File: config.mk
export PLATFORM = sky130hd
export DESIGN_NAME = uart_tx_serializer
export DESIGN_NICKNAME = d
export VERILOG_FILES = /design/src/rtl/uart_tx_serializer.sv
export SDC_FILE = /design/constraint.sdc
export NUM_CORES = 1
export LEC_CHECK = 0
export ABC_CLOCK_PERIOD_IN_PS = 3500
export CAP_MARGIN = 20
export CORE_UTILIZATION = 50
export DETAILED_ROUTE_END_ITERATION = 6
export GPL_ROUTABILITY_DRIVEN = 0
export PLACE_DENSITY = 0.71
export SLEW_MARGIN = 20
export SYNTH_ARGS = -nofsm -noshare
export SYNTH_HDL_FRONTEND = slang
export SYNTH_SLANG_ARGS = --single-unit
File: constraint.sdc
create_clock -name clk -period 3.5 [get_ports clk]
set_input_delay 0.7 -clock clk [delete_from_list [all_inputs] [get_ports clk]]
set_output_delay 0.7 -clock clk [all_outputs]
set_load 0.03 [all_outputs]
File: src/rtl/uart_tx_serializer.sv
// ---------------------------------------------------------------------------
// uart_tx_serializer
//
// Purpose:
//   Serialises one byte at a time onto an 8N1 UART line (start bit, 8 data
//   bits LSB first, stop bit), followed by a single CLEANUP cycle. Each serial
//   bit lasts CLKS_PER_BIT clock cycles. All outputs come straight from
//   flip-flops, so there is no combinational path from any input to any output.
//
// Optional feature:
//   UART_TX_PARITY_EN - when defined, a PARITY state is inserted between DATA
//   and STOP. It drives the even-parity bit (XOR of the 8 latched bits). When
//   it is undefined, no parity state and no parity logic exist.
//
// Handshake (valid/ready):
//   o_tx_done acts as "ready". A byte is accepted on any rising edge where
//   the block is idle (o_tx_done=1) and tx_data_valid=1; tx_byte is captured
//   on that same edge. o_tx_done falls in the very next cycle and stays low
//   for the whole frame. While the block is busy, tx_data_valid and tx_byte
//   are ignored. If valid is still high on the first idle cycle after a
//   frame, the next byte is accepted immediately.
//
// Ports:
//   clk           in   system clock, rising edge
//   reset         in   synchronous active-high reset
//   tx_data_valid in   byte-offer strobe
//   tx_byte       in   [7:0] byte to send, qualified by tx_data_valid
//   o_tx_serial   out  UART line, idles high
//   o_tx_active   out  high while a frame is on the line
//   o_tx_done     out  high when idle and able to accept a byte
//   dbg_state     out  [2:0] current FSM state (registered), for observation
// ---------------------------------------------------------------------------
module uart_tx_serializer #(
    parameter int CLKS_PER_BIT = 434
) (
    input  logic       clk,
    input  logic       reset,
    input  logic       tx_data_valid,
    input  logic [7:0] tx_byte,
    output logic       o_tx_serial,
    output logic       o_tx_active,
    output logic       o_tx_done,
    output logic [2:0] dbg_state
);

    typedef enum logic [2:0] {
        S_IDLE    = 3'd0,
        S_START   = 3'd1,
        S_DATA    = 3'd2,
`ifdef UART_TX_PARITY_EN
        S_PARITY  = 3'd3,
`endif
        S_STOP    = 3'd4,
        S_CLEANUP = 3'd5
    } state_t;

    // Terminal count of the per-bit counter.
    localparam logic [15:0] LAST_CNT = 16'(CLKS_PER_BIT - 1);

    state_t      state_q, state_d;
    logic [15:0] cnt_q, cnt_d;
    logic [2:0]  idx_q, idx_d;
    logic [7:0]  shift_q, shift_d;
    logic        serial_q, serial_d;
    logic        active_q, active_d;
    logic        done_q, done_d;
    logic        bit_end;

    assign bit_end = (cnt_q == LAST_CNT);

    // -----------------------------------------------------------------------
    // Registers. The outputs are registered copies of values decoded from
    // the *next* state, so they line up with the state they describe.
    // -----------------------------------------------------------------------
    always_ff @(posedge clk) begin
        if (reset) begin
            state_q  <= S_IDLE;
            cnt_q    <= 16'd0;
            idx_q    <= 3'd0;
            shift_q  <= 8'd0;
            serial_q <= 1'b1;
            active_q <= 1'b0;
            done_q   <= 1'b1;
        end else begin
            state_q  <= state_d;
            cnt_q    <= cnt_d;
            idx_q    <= idx_d;
            shift_q  <= shift_d;
            serial_q <= serial_d;
            active_q <= active_d;
            done_q   <= done_d;
        end
    end

    // -----------------------------------------------------------------------
    // Next-state logic: sequencing, bit timing and byte capture.
    // -----------------------------------------------------------------------
    always_comb begin
        state_d = state_q;
        cnt_d   = cnt_q;
        idx_d   = idx_q;
        shift_d = shift_q;

        case (state_q)
            S_IDLE: begin
                cnt_d = 16'd0;
                idx_d = 3'd0;
                if (tx_data_valid) begin
                    shift_d = tx_byte;
                    state_d = S_START;
                end
            end

            S_START: begin
                if (bit_end) begin
                    cnt_d   = 16'd0;
                    state_d = S_DATA;
                end else begin
                    cnt_d = cnt_q + 16'd1;
                end
            end

            S_DATA: begin
                if (bit_end) begin
                    cnt_d = 16'd0;
                    if (idx_q == 3'd7) begin
                        idx_d = 3'd0;
`ifdef UART_TX_PARITY_EN
                        state_d = S_PARITY;
`else
                        state_d = S_STOP;
`endif
                    end else begin
                        idx_d = idx_q + 3'd1;
                    end
                end else begin
                    cnt_d = cnt_q + 16'd1;
                end
            end

`ifdef UART_TX_PARITY_EN
            S_PARITY: begin
                if (bit_end) begin
                    cnt_d   = 16'd0;
                    state_d = S_STOP;
                end else begin
                    cnt_d = cnt_q + 16'd1;
                end
            end
`endif

            S_STOP: begin
                if (bit_end) begin
                    cnt_d   = 16'd0;
                    state_d = S_CLEANUP;
                end else begin
                    cnt_d = cnt_q + 16'd1;
                end
            end

            S_CLEANUP: begin
                cnt_d   = 16'd0;
                idx_d   = 3'd0;
                state_d = S_IDLE;
            end

            default: begin
                cnt_d   = 16'd0;
                idx_d   = 3'd0;
                state_d = S_IDLE;
            end
        endcase
    end

    // -----------------------------------------------------------------------
    // Output decode from the next state. shift_d is used, not shift_q, so
    // that the byte being captured on this edge is already visible; outside
    // the capture edge the two are equal.
    // -----------------------------------------------------------------------
    always_comb begin
        serial_d = 1'b1;
        active_d = 1'b0;
        done_d   = 1'b0;

        case (state_d)
            S_IDLE: begin
                done_d = 1'b1;
            end
            S_START: begin
                serial_d = 1'b0;
                active_d = 1'b1;
            end
            S_DATA: begin
                serial_d = shift_d[idx_d];
                active_d = 1'b1;
            end
`ifdef UART_TX_PARITY_EN
            S_PARITY: begin
                serial_d = ^shift_d;
                active_d = 1'b1;
            end
`endif
            S_STOP: begin
                active_d = 1'b1;
            end
            S_CLEANUP: begin
                active_d = 1'b0;
            end
            default: begin
                done_d = 1'b1;
            end
        endcase
    end

    assign o_tx_serial = serial_q;
    assign o_tx_active = active_q;
    assign o_tx_done   = done_q;
    assign dbg_state   = state_q;

endmodule

# ---- Yosys cells after proc, flatten, opt, wreduce, memory -nomap -nowiden
# Cells that the tools add are included.
dict set report op_classes {
  n_eq_ne 9
  n_mux 16
  addsub 2
  bitwise_logic 1
  reduce_logical 6
  magnitude_cmp 1
}
# operator n
set op_table {}
lappend op_table {{$mux 3} 7}
lappend op_table {{$add 16x1->16 const B} 1}
lappend op_table {{$eq 16x9->1 const B} 1}
lappend op_table {{$mux 8} 2}
lappend op_table {{$eq 3x3->1 const B} 4}
lappend op_table {{$pmux 3 s4} 1}
lappend op_table {{$reduce_or 3->1} 3}
lappend op_table {{$eq 3x1->1 const B} 2}
lappend op_table {{$eq 3x2->1 const B} 2}
lappend op_table {{$pmux 3 s2} 1}
lappend op_table {{$lt 3x4->1 const B} 1}
lappend op_table {{$reduce_or 4->1} 1}
lappend op_table {{$add 3x1->3 const B} 1}
lappend op_table {{$bmux 1 s3} 1}
lappend op_table {{$logic_not 3->1} 1}
lappend op_table {{$mux 1} 3}
lappend op_table {{$pmux 1 s2} 1}
lappend op_table {{$reduce_or 2->1} 1}
lappend op_table {{$not 1->1} 1}
dict set report totals {
  output_inout_bits 6
  input_bits 11
  register_bits 33
}

# ---- Logic depth before layout (Yosys ltp)
# Gate-level depths: netlist (run 1).
dict set report depth {
  word_depth 7
  depth_mapped 10
  depth_no_buf 9
}

# ---- Worst setup path after synthesis (run 1)
# No wires, ideal clock.
dict set report synth_timing {
  path_kind {register -> register}
  start {register idx_q[0]}
  end {register serial_q, in the netlist o_tx_serial}
  arrival_ns 2.068
  slack_ns 1.345
  stages_incl_launch_ff 9
  required_time_ns 3.413
  period_less_slack_ns 2.155
  setup_ns 0.087
  cell_sequence {dfxtp_1 ha_1 ha_1 or4_1 mux2i_1 o21ai_0 and3_1 o221a_1 o31ai_1}
}
dict set report synth_via {
  elab_chain_cells 7
  word_cells_on_any_way 13
}
# item line_no
set synth_rtl {}
lappend synth_rtl {{from (decl)} 62} ;# logic [2:0] idx_q, idx_d;
lappend synth_rtl {{from (signal assigned)} 87} ;# idx_q <= idx_d;
lappend synth_rtl {{$add 3x1->3 / $eq 3x3->1 (equally long branches)} {134, 126}}
lappend synth_rtl {{$mux 3} 126} ;# if (idx_q == 3'd7) begin
lappend synth_rtl {{$mux 3} 124} ;# if (bit_end) begin
lappend synth_rtl {{$pmux 3 s2} 104} ;# case (state_q)
lappend synth_rtl {{$bmux 1 s3} 194} ;# serial_d = shift_d[idx_d];
lappend synth_rtl {{$mux 1 (not written as such)} 194}
lappend synth_rtl {{$pmux 1 s2 *} 185} ;# case (state_d)
lappend synth_rtl {{to (signal assigned)} 89} ;# serial_q <= serial_d;
lappend synth_rtl {{to (decl)} 64} ;# logic serial_q, serial_d;
# Mark *: on every way between the ends. The rest lies on a longest branch, timed or not. The select of a mux whose other input is x is not followed.
# A chain may end at the register's enable or synchronous reset.

# ---- Worst setup path after layout (run 1)
dict set report layout_timing {
  start {register cnt_q[0]}
  end {register serial_q, in the netlist o_tx_serial}
}
dict set report layout_via {
  elab_chain_cells 6
  word_cells_on_any_way 12
}
# item line_no
set layout_rtl {}
lappend layout_rtl {{from (decl)} 61} ;# logic [15:0] cnt_q, cnt_d;
lappend layout_rtl {{from (signal assigned)} 86} ;# cnt_q <= cnt_d;
lappend layout_rtl {{$eq 16x9->1 *} 69} ;# assign bit_end = (cnt_q == LAST_CNT);
lappend layout_rtl {{$mux 3} 124}
lappend layout_rtl {{$pmux 3 s2} 104}
lappend layout_rtl {{$bmux 1 s3} 194}
lappend layout_rtl {{$mux 1 (not written as such)} 194}
lappend layout_rtl {{$pmux 1 s2 *} 185}
# Marks and branches as above.

==> flow_metrics.py, run 1 <==
metrics = {
    "run_status": {
        "status": "complete, no violations",
    },
    "final_layout": {
        "num_antenna_cells": 0,
        "syn_to_final_growth_pct": 14.3,
        "final_core_util_pct": 60.4,
        "final_layout_size_suffix_gt1_share_pct": 6.73,
        "design_area_sq_um": 1860,
        "layout.nets": 222,
    },
    "grt": {
        "antenna_found_initial": 0,
        "use_met2_pct": 35.2,
        "grt_overflow": 0,
        "track_usage_pct": 21.5,
        "met3_usage_pct": 6.99,
        "grt_busiest_layer": "met2",
        "grt_pass1_wl_um": 5580,
        "grt_max_degree": 18,
        "gr-usage-met1_pct": 25.4,
        "grt_pass1_vias": 1287,
    },
    "run": {
        "drv_cap": 0,
    },
    "hold_path": {
        "hold_start": "shift_q[1]",
        "hold_path.class": "reg -> reg",
        "min_path_cells": 2,
    },
    "yosys": {
        "synth_edf_count": 0,
        "synth.distinct_cells": 37,
        "syn_area_sq_um": 1630,
        "synth_top_family_by_area": "simple AND/OR/NAND/NOR gates",
        "yosysWarnings": 0,
        "ys_async_sr_fraction_pct": 0,
        "synth-compound-area-share_pct": 14.3,
        "synth_xor_area_share_pct": 6.47,
        "syn_inst": 194,
        "ys.flop_type": "dfxtp_1",
        "synthMuxAreaShare_pct": 3.77,
        "synth.yosys.seq_area_share_pct": 40.6,
        "synth.avg_cell_area_sq_um": 8.38,
        "syn_nets": 209,
        "ys_ff_latch": 33,
        "synthAdderAreaFrac_pct": 3.08,
        "synthSimpleGateAreaFrac_pct": 26.6,
    },
    "routing": {
        "vias": 1387,
        "drt_iter0_drc": 79,
        "antenna_left": 0,
        "routed_wl_um": 3240,
        "drc": 0,
        "wl_per_cell_um": 12.9,
        "routed_via_density": 5.50,
        "dr.pass1.iters": 4,
    },
    "floorplan": {
        "start_util_pct": 52.8,
        "top_level_ports": 17,
        "dieArea_sq_um": 3480,
        "core_sq_um": 3080,
        "placementRows": 20,
        "dieHeight_um": 59.0,
        "fp.dieW_um": 59.0,
    },
    "critical_path": {
        "reg2reg_slack_ns": 1.08,
        "crit_path_start_kind": "flop",
        "crit_buf_inv": 0,
        "reg2regPathDepth": 8,
        "crit_path_max_incr_delay_ns": 0.55,
        "cp-startpoint": "cnt_q[0]",
        "cp_slowest_cell": "and4b_1",
        "critPathKind": "reg -> reg",
        "cpLargestDelayFamily": "compound AO/OA/AOI/OAI gates",
        "path_depth": 8,
        "crit_path_max_fanout": 9,
        "cp.arrival_ns": 2.68,
        "cp-end-kind": "flop",
        "cp.required_ns": 3.76,
        "cp_cell_sequence": "ha_1 > nand4_1 > and4b_1 > mux2_4 > a31oi_4 > o21ai_0 > o221a_1 > o31ai_1",
        "reg2reg_from": "cnt_q[0]",
    },
    "clocking": {
        "cts_made_buffers": 5,
        "cts_max_path_buffers": 2,
        "cts_setup_buffers": 0,
        "cts_hold_buffers": 0,
        "clockRootBuffer": "clkbuf_4",
        "h-tree-depth": 2,
        "cts.sinks": 33,
        "clk_latency_ns": 0.34,
        "clk_pin_slew_ns": 0.11,
        "tritoncts": "done",
        "cts_resized": 0,
    },
    "power": {
        "pwr_density_cell_nw_per_um2": 402,
        "vdd_drop_max_v": 0.000278,
        "leakage_nw": 0.647,
    },
    "sta": {
        "timing.final.ws_setup_ns": 1.08,
        "worstMarginPinSlew_ns": 0.608,
        "finalCriticalPeriod_ns": 2.42,
        "finalHoldViolations": 0,
        "fmax_ghz": 0.414,
        "skew_ns": 0.0150,
        "finalSetupTns_ns": 0,
        "rsz0062_at_grt": "false",
        "fin_crit_sh_pct": 69.1,
        "relSlewSlack_pct": 59.3,
        "setup_viol": 0,
        "drv_slew": 0,
        "whs_ns": 0.467,
    },
    "place": {
        "pre_cts_ws_ns": 1.03,
        "place_hpwl_um": 2340,
        "port_buffers": 16,
        "place_area_sq_um": 1770,
    },
}
## per-layer routing
metal	up-vias	share of wire, %	wire [um]
li1	706	-	-
met1	642	44	1440
met2	37	51	1640
met3	2	4.4	143
met4	0	0.62	20
met5	-	0	0
## cell usage after synthesis, types with 2 or more instances
cell,instances,area (sq um)
buf_6,4,45.0
nor2b_1,2,12.5
nor3_1,4,20.0
o31ai_1,2,15.0
o21a_1,2,15.0
nand2_1,24,90.1
nor4_1,2,12.5
nand3_1,13,65.1
nor2_1,25,93.8
ha_1,4,50.1
mux2i_1,2,20.0
xor2_1,5,43.8
and3_1,7,43.8
nand4_1,2,12.5
mux2_4,2,30.0
a211oi_1,2,15.0
xnor2_1,7,61.3
a21oi_1,15,75.1
dfxtp_1,33,661
a31oi_1,3,18.8
o21ai_0,9,45.0
clkbuf_1,6,22.5
or3_1,2,12.5
inv_1,4,15.0
## state kept, by name (all words and copies together) (netlist names)
signal,count
cnt_q,16
o_tx_serial,1
shift_q,8
o_tx_done,1
o_tx_active,1
idx_q,3
dbg_state,3
## placed cells by master, fill, tap and decap left out, types with 2 or more instances in the layout
cell	n
nand2_1	24
a31oi_1	3
and3_1	7
mux2i_1	2
o31ai_1	2
o21a_1	2
or3_1	2
nor2b_1	2
xnor2_1	7
nor2_1	25
inv_1	4
nand3_1	13
nor3_1	4
mux2_4	2
ha_1	4
clkdlybuf4s50_1	16
clkbuf_4	5
nand4_1	2
xor2_1	5
o21ai_0	9
a211oi_1	2
a21oi_1	15
dfxtp_1	33
nor4_1	2
## worst register-to-register path: cells and delay by family (launching register included)
| family | cells | cell delay, ns |
|---|---|---|
| DFF | 1 | 0.38 |
| and+or+nand+nor | 2 | 0.62 |
| adders and majority gates | 1 | 0.18 |
| AOI/OAI and AO/OA | 4 | 0.81 |
| muxes | 1 | 0.36 |
## metrics by stage
step / std cells / total power, mW
3_5_place_dp: 244 / 0.459
4_1_cts: 252 / 0.755
2_1_floorplan: 194 / 0.436
3_3_place_gp: 244 / 0.457
5_1_grt: 252 / 0.782
6_report: 252 / 0.747
## final timing paths
kind / to
max reg2reg: o_tx_serial
max: o_tx_serial
min reg2reg: shift_q[1]
min: shift_q[1]
## kinds of logic after synthesis
family                     after synthesis
buffers and inverters                   14
adders and majority gates                4
muxes                                    5
DFF                                     33
AOI/OAI and AO/OA                       37
xor gates and xnor gates                12
and+or+nand+nor                         89
## report_power, final
| part | switching [mW] | total (mW) | internal, mW |
|---|---|---|---|
| combinational | 0.0315 | 0.0589 | 0.0274 |
| clock | 0.126 | 0.296 | 0.171 |
| sequential | 0.00700 | 0.392 | 0.385 |
| total | 0.164 | 0.747 | 0.583 |
## final cells by class
cell class                 instances  area (sq um)
fill                             287          1220
clock buffer                       7          55.1
timing repair buffer              16           160
tap                               44          55.1
clock inverter                     1          30.0
sequential                        33           661
inverter                           4          15.0
multi-input combinational        147           882
No activity file was read; power rests on OpenSTA's default activity.
==> run 2, diff against run 1 <==
--- a/config.mk
+++ b/config.mk
@@ -5,12 +5,12 @@
 export SDC_FILE = /design/constraint.sdc
 export NUM_CORES = 1
 export LEC_CHECK = 0
-export ABC_CLOCK_PERIOD_IN_PS = 3500
+export ABC_CLOCK_PERIOD_IN_PS = 2100
 export CAP_MARGIN = 20
 export CORE_UTILIZATION = 50
 export DETAILED_ROUTE_END_ITERATION = 6
 export GPL_ROUTABILITY_DRIVEN = 0
-export PLACE_DENSITY = 0.71
+export PLACE_DENSITY = 0.74
 export SLEW_MARGIN = 20
 export SYNTH_ARGS = -nofsm -noshare
 export SYNTH_HDL_FRONTEND = slang
==> constraint.sdc (replaced) <==
create_clock -name clk -period 2.1 [get_ports clk]
set_input_delay 0.42 -clock clk [delete_from_list [all_inputs] [get_ports clk]]
set_output_delay 0.42 -clock clk [all_outputs]
set_load 0.03 [all_outputs]
==> flow_metrics.py, run 2 (synthesized netlist as in run 1, its figures left out) <==
metrics = {
    "clocking": {
        "h-tree-depth": 2,
        "cts_max_path_buffers": 2,
        "tritoncts": "done",
        "clk_latency_ns": 0.34,
        "cts.sinks": 33,
        "cts_hold_buffers": 0,
        "clockRootBuffer": "clkbuf_4",
        "cts_made_buffers": 5,
        "clk_pin_slew_ns": 0.09,
    },
    "final_layout": {
        "final_layout_size_suffix_gt1_share_pct": 22.1,
        "largest_reg_flops": 16,
        "final_cells": 275,
        "reg_top3": "cnt_q: 16 flops, shift_q: 8 flops",
        "syn_to_final_growth_pct": 29.0,
        "final_cell_mix": "29 x dfxtp_1, 25 x nor2_1, 24 x nand2_1, 20 x buf_4, 16 x clkdlybuf4s50_1",
        "num_antenna_cells": 0,
        "final_common_cell": "dfxtp_1",
        "top_register": "cnt_q",
        "layout.nets": 245,
    },
    "floorplan": {
        "dieHeight_um": 59.0,
        "dieArea_sq_um": 3480,
        "fp.dieW_um": 59.0,
        "top_level_ports": 17,
        "placementRows": 20,
        "core_sq_um": 3080,
        "start_util_pct": 52.8,
    },
    "routing": {
        "wl_per_cell_um": 13.8,
        "dr.pass1.iters": 4,
        "antenna_left": 0,
        "routed_via_density": 5.56,
        "vias": 1529,
        "drt_iter0_drc": 135,
        "drc": 0,
        "routed_wl_um": 3800,
    },
    "sta": {
        "drv_slew": 0,
        "finalSetupTns_ns": -0.0836,
        "skew_ns": 0.0102,
        "finalHoldViolations": 0,
        "fmax_ghz": 0.458,
        "worstMarginPinSlew_ns": 0.397,
        "fin_crit_sh_pct": 104,
        "timing.final.ws_setup_ns": -0.0836,
        "finalCriticalPeriod_ns": 2.18,
        "relSlewSlack_pct": 73.4,
        "setup_viol": 1,
        "rsz0062_at_grt": "true",
    },
    "grt": {
        "grt_overflow": 0,
        "grt_max_degree": 17,
        "grt_pass1_vias": 1382,
        "grt_pass1_wl_um": 6030,
        "track_usage_pct": 23.5,
        "antenna_found_initial": 0,
    },
    "critical_path": {
        "cp.required_ns": 2.35,
        "cp.arrival_ns": 2.43,
        "cp_slowest_cell": "or4_4",
        "crit_path_start_kind": "flop",
        "crit_path_max_incr_delay_ns": 0.44,
        "crit_path_max_fanout": 3,
        "critPathKind": "reg -> reg",
        "cp_cell_sequence": "ha_1 > ha_2 > or4_4 > mux2i_4 > o21ai_2 > and3_1 > o221a_1 > o31ai_1",
        "cp-end-kind": "flop",
    },
    "run_status": {
        "status": "finished, violations left",
        "violations": "negative setup slack",
    },
    "power": {
        "vdd_drop_max_v": 0.000460,
        "leakage_nw": 0.774,
        "pwr_density_cell_nw_per_um2": 602,
    },
    "place": {
        "place_hpwl_um": 2530,
        "place_inst": 265,
        "port_buffers": 16,
    },
    "run": {
        "drv_cap": 0,
    },
    "hold_path": {
        "hold_path.class": "reg -> reg",
    },
}
==> run 2: cell count changes in the layout (fill, tap and decap cells not counted), sizes merged <==
| cell | before | now |
|---|---|---|
| buf | 0 | 23 |
==> run 2: critical path, delay by kind of cell (launching register included) <==
kind            cells  cell delay (ns)
mux                 1             0.20
simple gates        2             0.62
flops               1             0.34
fa+ha+maj           2             0.37
compound gates      3             0.56
==> run 2: area by class of cell <==
cell class | instances | area (sq um)
Inverter | 4 | 15.0
Clock inverter | 1 | 30.0
Tap cell | 44 | 55.1
Timing Repair Buffer | 39 | 344
Multi-Input combinational cell | 147 | 932
Sequential cell | 33 | 666
Fill cell | 245 | 981
Clock buffer | 7 | 55.1
==> run 2: path summary, 6_finish.rpt <==
| check | from | to | slack (ns) | depth (start not counted) |
|---|---|---|---|---|
| max | idx_q[0] | o_tx_serial | -0.08 | 8 |
| min | shift_q[4] | shift_q[4] | 0.47 | 2 |
| max reg2reg | idx_q[0] | o_tx_serial | -0.08 | 8 |
| min reg2reg | shift_q[4] | shift_q[4] | 0.47 | 2 |
==> run 2: power breakdown <==
group,leakage (nW),internal [mW],total (mW),switching (mW)
clock network,0.0455,0.284,0.497,0.212
logic,0.458,0.0530,0.116,0.0634
registers,0.270,0.642,0.650,0.00882
total,0.774,0.979,1.26,0.285
==> run 2: through the flow <==
step / setup WS (ns) / utilization (%) / power [mW] / hold slack [ns] / instance area (sq um)
floorplan: 0.00864 / - / 0.727 / 0.430 / 1630
finish: -0.0836 / 68.1 / 1.26 / 0.466 / 2100
detailed placement: -0.140 / 62.8 / 0.773 / 0.452 / 1930
global placement: -0.0492 / 62.8 / 0.770 / 0.449 / 1930
CTS: -0.0199 / 67.0 / 1.26 / 0.469 / 2060
global route: -0.185 / 68.1 / 1.32 / 0.490 / 2100
==> run 2: what timing repair did <==
action	in CTS	in global routing
gates resized for setup	11	10
endpoints found under the setup margin	1	3
pin swaps	3	3
setup buffers	2	0
==> run 2: layer usage <==
metal | routed length [um] | vias to the layer above | global-route usage [%] | share of wire [%]
met1 | 1710 | 720 | 29.8 | 45
met2 | 1860 | 49 | 38.0 | 49
li1 | - | 753 | - | -
met4 | 59 | 0 | 10.9 | 1.6
met5 | 0 | - | 0 | 0
met3 | 162 | 7 | 5.02 | 4.3
==> run 3, diff against run 2 <==
--- a/config.mk
+++ b/config.mk
@@ -8,6 +8,7 @@
 export ABC_CLOCK_PERIOD_IN_PS = 2100
 export CAP_MARGIN = 20
 export CORE_UTILIZATION = 50
+export CTS_BUF_LIST = sky130_fd_sc_hd__clkbuf_16
 export DETAILED_ROUTE_END_ITERATION = 6
 export GPL_ROUTABILITY_DRIVEN = 0
 export PLACE_DENSITY = 0.74
==> flow_metrics.py, run 3 (synthesized netlist as in run 1, its figures left out) <==
metrics = {
    "place": {
        "place_hpwl_um": 2530,
        "place_inst": 265,
        "pre_cts_ws_ns": -0.140,
        "port_buffers": 16,
    },
    "final_layout": {
        "reg_top3": "cnt_q: 16 flops, shift_q: 8 flops",
        "final_common_cell": "dfxtp_1",
        "fillers": 245,
        "final_cell_mix": "29 x dfxtp_1, 25 x nor2_1, 24 x nand2_1, 22 x buf_4, 16 x clkdlybuf4s50_1",
        "num_antenna_cells": 0,
        "multi_input_area_sq_um": 931,
        "top_register": "cnt_q",
        "largest_reg_flops": 16,
        "seq_area_sq_um": 666,
        "final_layout_size_suffix_gt1_share_pct": 21.6,
        "syn_to_final_growth_pct": 33.9,
        "final_core_util_pct": 70.7,
        "final_cells": 276,
        "layout.nets": 246,
    },
    "power": {
        "leakage_nw": 0.816,
        "vdd_drop_max_v": 0.000579,
        "pwr_density_cell_nw_per_um2": 720,
    },
    "critical_path": {
        "reg2regPathDepth": 8,
        "crit_path_max_fanout": 3,
        "crit_path_start_kind": "flop",
        "crit_buf_inv": 0,
        "cp_slowest_cell": "or4_4",
        "cp.arrival_ns": 2.29,
        "reg2reg_from": "idx_q[0]",
        "reg2reg_slack_ns": -0.002,
        "cp-end-kind": "flop",
        "cp.required_ns": 2.29,
        "cp_cell_sequence": "ha_1 > ha_2 > or4_4 > mux2i_4 > o21ai_1 > and3_1 > o221a_1 > o31ai_1",
        "r2r-end": "o_tx_serial",
        "cpLargestDelayFamily": "simple AND/OR/NAND/NOR gates",
        "crit_path_max_incr_delay_ns": 0.44,
        "critPathKind": "reg -> reg",
    },
    "sta": {
        "fmax_ghz": 0.476,
        "relSlewSlack_pct": 75.3,
        "finalCriticalPeriod_ns": 2.10,
        "fin_crit_sh_pct": 100,
        "whs_ns": 0.456,
        "finalHoldViolations": 0,
        "timing.final.ws_setup_ns": -0.00168,
        "skew_ns": 0.00331,
        "setup_viol": 1,
        "rsz0062_at_grt": "true",
        "worstMarginPinSlew_ns": 0.368,
        "drv_slew": 0,
    },
    "floorplan": {
        "dieArea_sq_um": 3480,
        "core_sq_um": 3080,
        "fp.dieW_um": 59.0,
        "top_level_ports": 17,
        "start_util_pct": 52.8,
        "dieHeight_um": 59.0,
        "placementRows": 20,
    },
    "clocking": {
        "cts.sinks": 33,
        "tritoncts": "done",
        "clockRootBuffer": "clkbuf_16",
        "clk_pin_slew_ns": 0.05,
        "clk_latency_ns": 0.28,
        "h-tree-depth": 2,
        "cts_made_buffers": 5,
        "cts_max_path_buffers": 2,
    },
    "grt": {
        "track_usage_pct": 24.6,
        "antenna_found_initial": 0,
        "grt_overflow": 0,
        "grt_max_degree": 17,
        "grt_pass1_vias": 1431,
        "grt_pass1_wl_um": 6340,
    },
    "hold_path": {
        "hold_start": "shift_q[1]",
        "hold_path.class": "reg -> reg",
        "min_to": "shift_q[1]",
        "min_path_cells": 2,
    },
    "routing": {
        "wl_per_cell_um": 13.6,
        "dr.pass1.iters": 4,
        "vias": 1521,
        "routed_wl_um": 3760,
        "drt_iter0_drc": 126,
        "antenna_left": 0,
        "drc": 0,
        "routed_via_density": 5.51,
    },
    "run": {
        "drv_cap": 0,
    },
    "run_status": {
        "violations": "negative setup slack",
        "status": "finished, violations left",
    },
}
## run 3: cell types whose count changed in the layout (fill, tap and decap cells not counted), sizes merged
cell / before / now
clkinv: 0 / 1
buf: 23 / 24
inv: 4 / 5
clkbuf: 7 / 5
## run 3: layout make-up
type	count	area share, %
clock buffers	5	5.75
clock inverters	3	1.72
inverters	4	0.690
multi-input cells	147	42.8
flip-flops and latches	33	30.6
well taps	44	2.53
repair buffers	40	16.0
## run 3: metrics by stage
| stage | area [sq um] | TNS (ns) | total power [mW] |
|---|---|---|---|
| 5_1_grt | 2180 | -0.0876 | 1.62 |
| 3_3_place_gp | 1930 | -0.0492 | 0.770 |
| 4_1_cts | 2170 | 0 | 1.57 |
| 3_5_place_dp | 1930 | -0.140 | 0.773 |
| 2_1_floorplan | 1630 | 0 | 0.727 |
| 6_report | 2180 | -0.00168 | 1.57 |
## run 3: per-layer routing
layer	track usage (%)	share of wire, %	vias to the layer above
li1	-	-	753
met1	30.2	45	714
met2	41.2	48	46
met3	7.64	4.8	8
met4	7.48	1.3	0
met5	0	0	-
## run 3: report_power, final
group	internal, mW	leakage [nW]	switching, mW
sequential	0.643	0.270	0.00857
clock	0.550	0.0826	0.252
combinational	0.0529	0.463	0.0617
## run 3: timing repair
action	4_1_cts	5_1_grt
setup buffers	3	0
gates resized for setup	15	3
setup endpoints to repair	1	3
pin swaps	4	1
hold buffers	0	0
## run 3: worst reg2reg max path, delay by kind of cell, from the launching register on
kind	cells	cell delay (ns)
and+or+nand+nor	2	0.63
AOI/OAI and AO/OA	3	0.51
DFF	1	0.32
adders and majority gates	2	0.37
muxes	1	0.18
## run 3: worst max-delay path by stage
stage | from | to | slack [ns] | cells past startpoint
floorplan | dbg_state[2] | o_tx_serial | 0.009 | 7
CTS | idx_q[0] | o_tx_serial | 0.003 | 8
global route | cnt_q[1] | o_tx_serial | -0.06 | 10
finish | idx_q[0] | o_tx_serial | -0.002 | 8
global placement | idx_q[0] | o_tx_serial | -0.05 | 8
detailed placement | idx_q[0] | o_tx_serial | -0.14 | 8
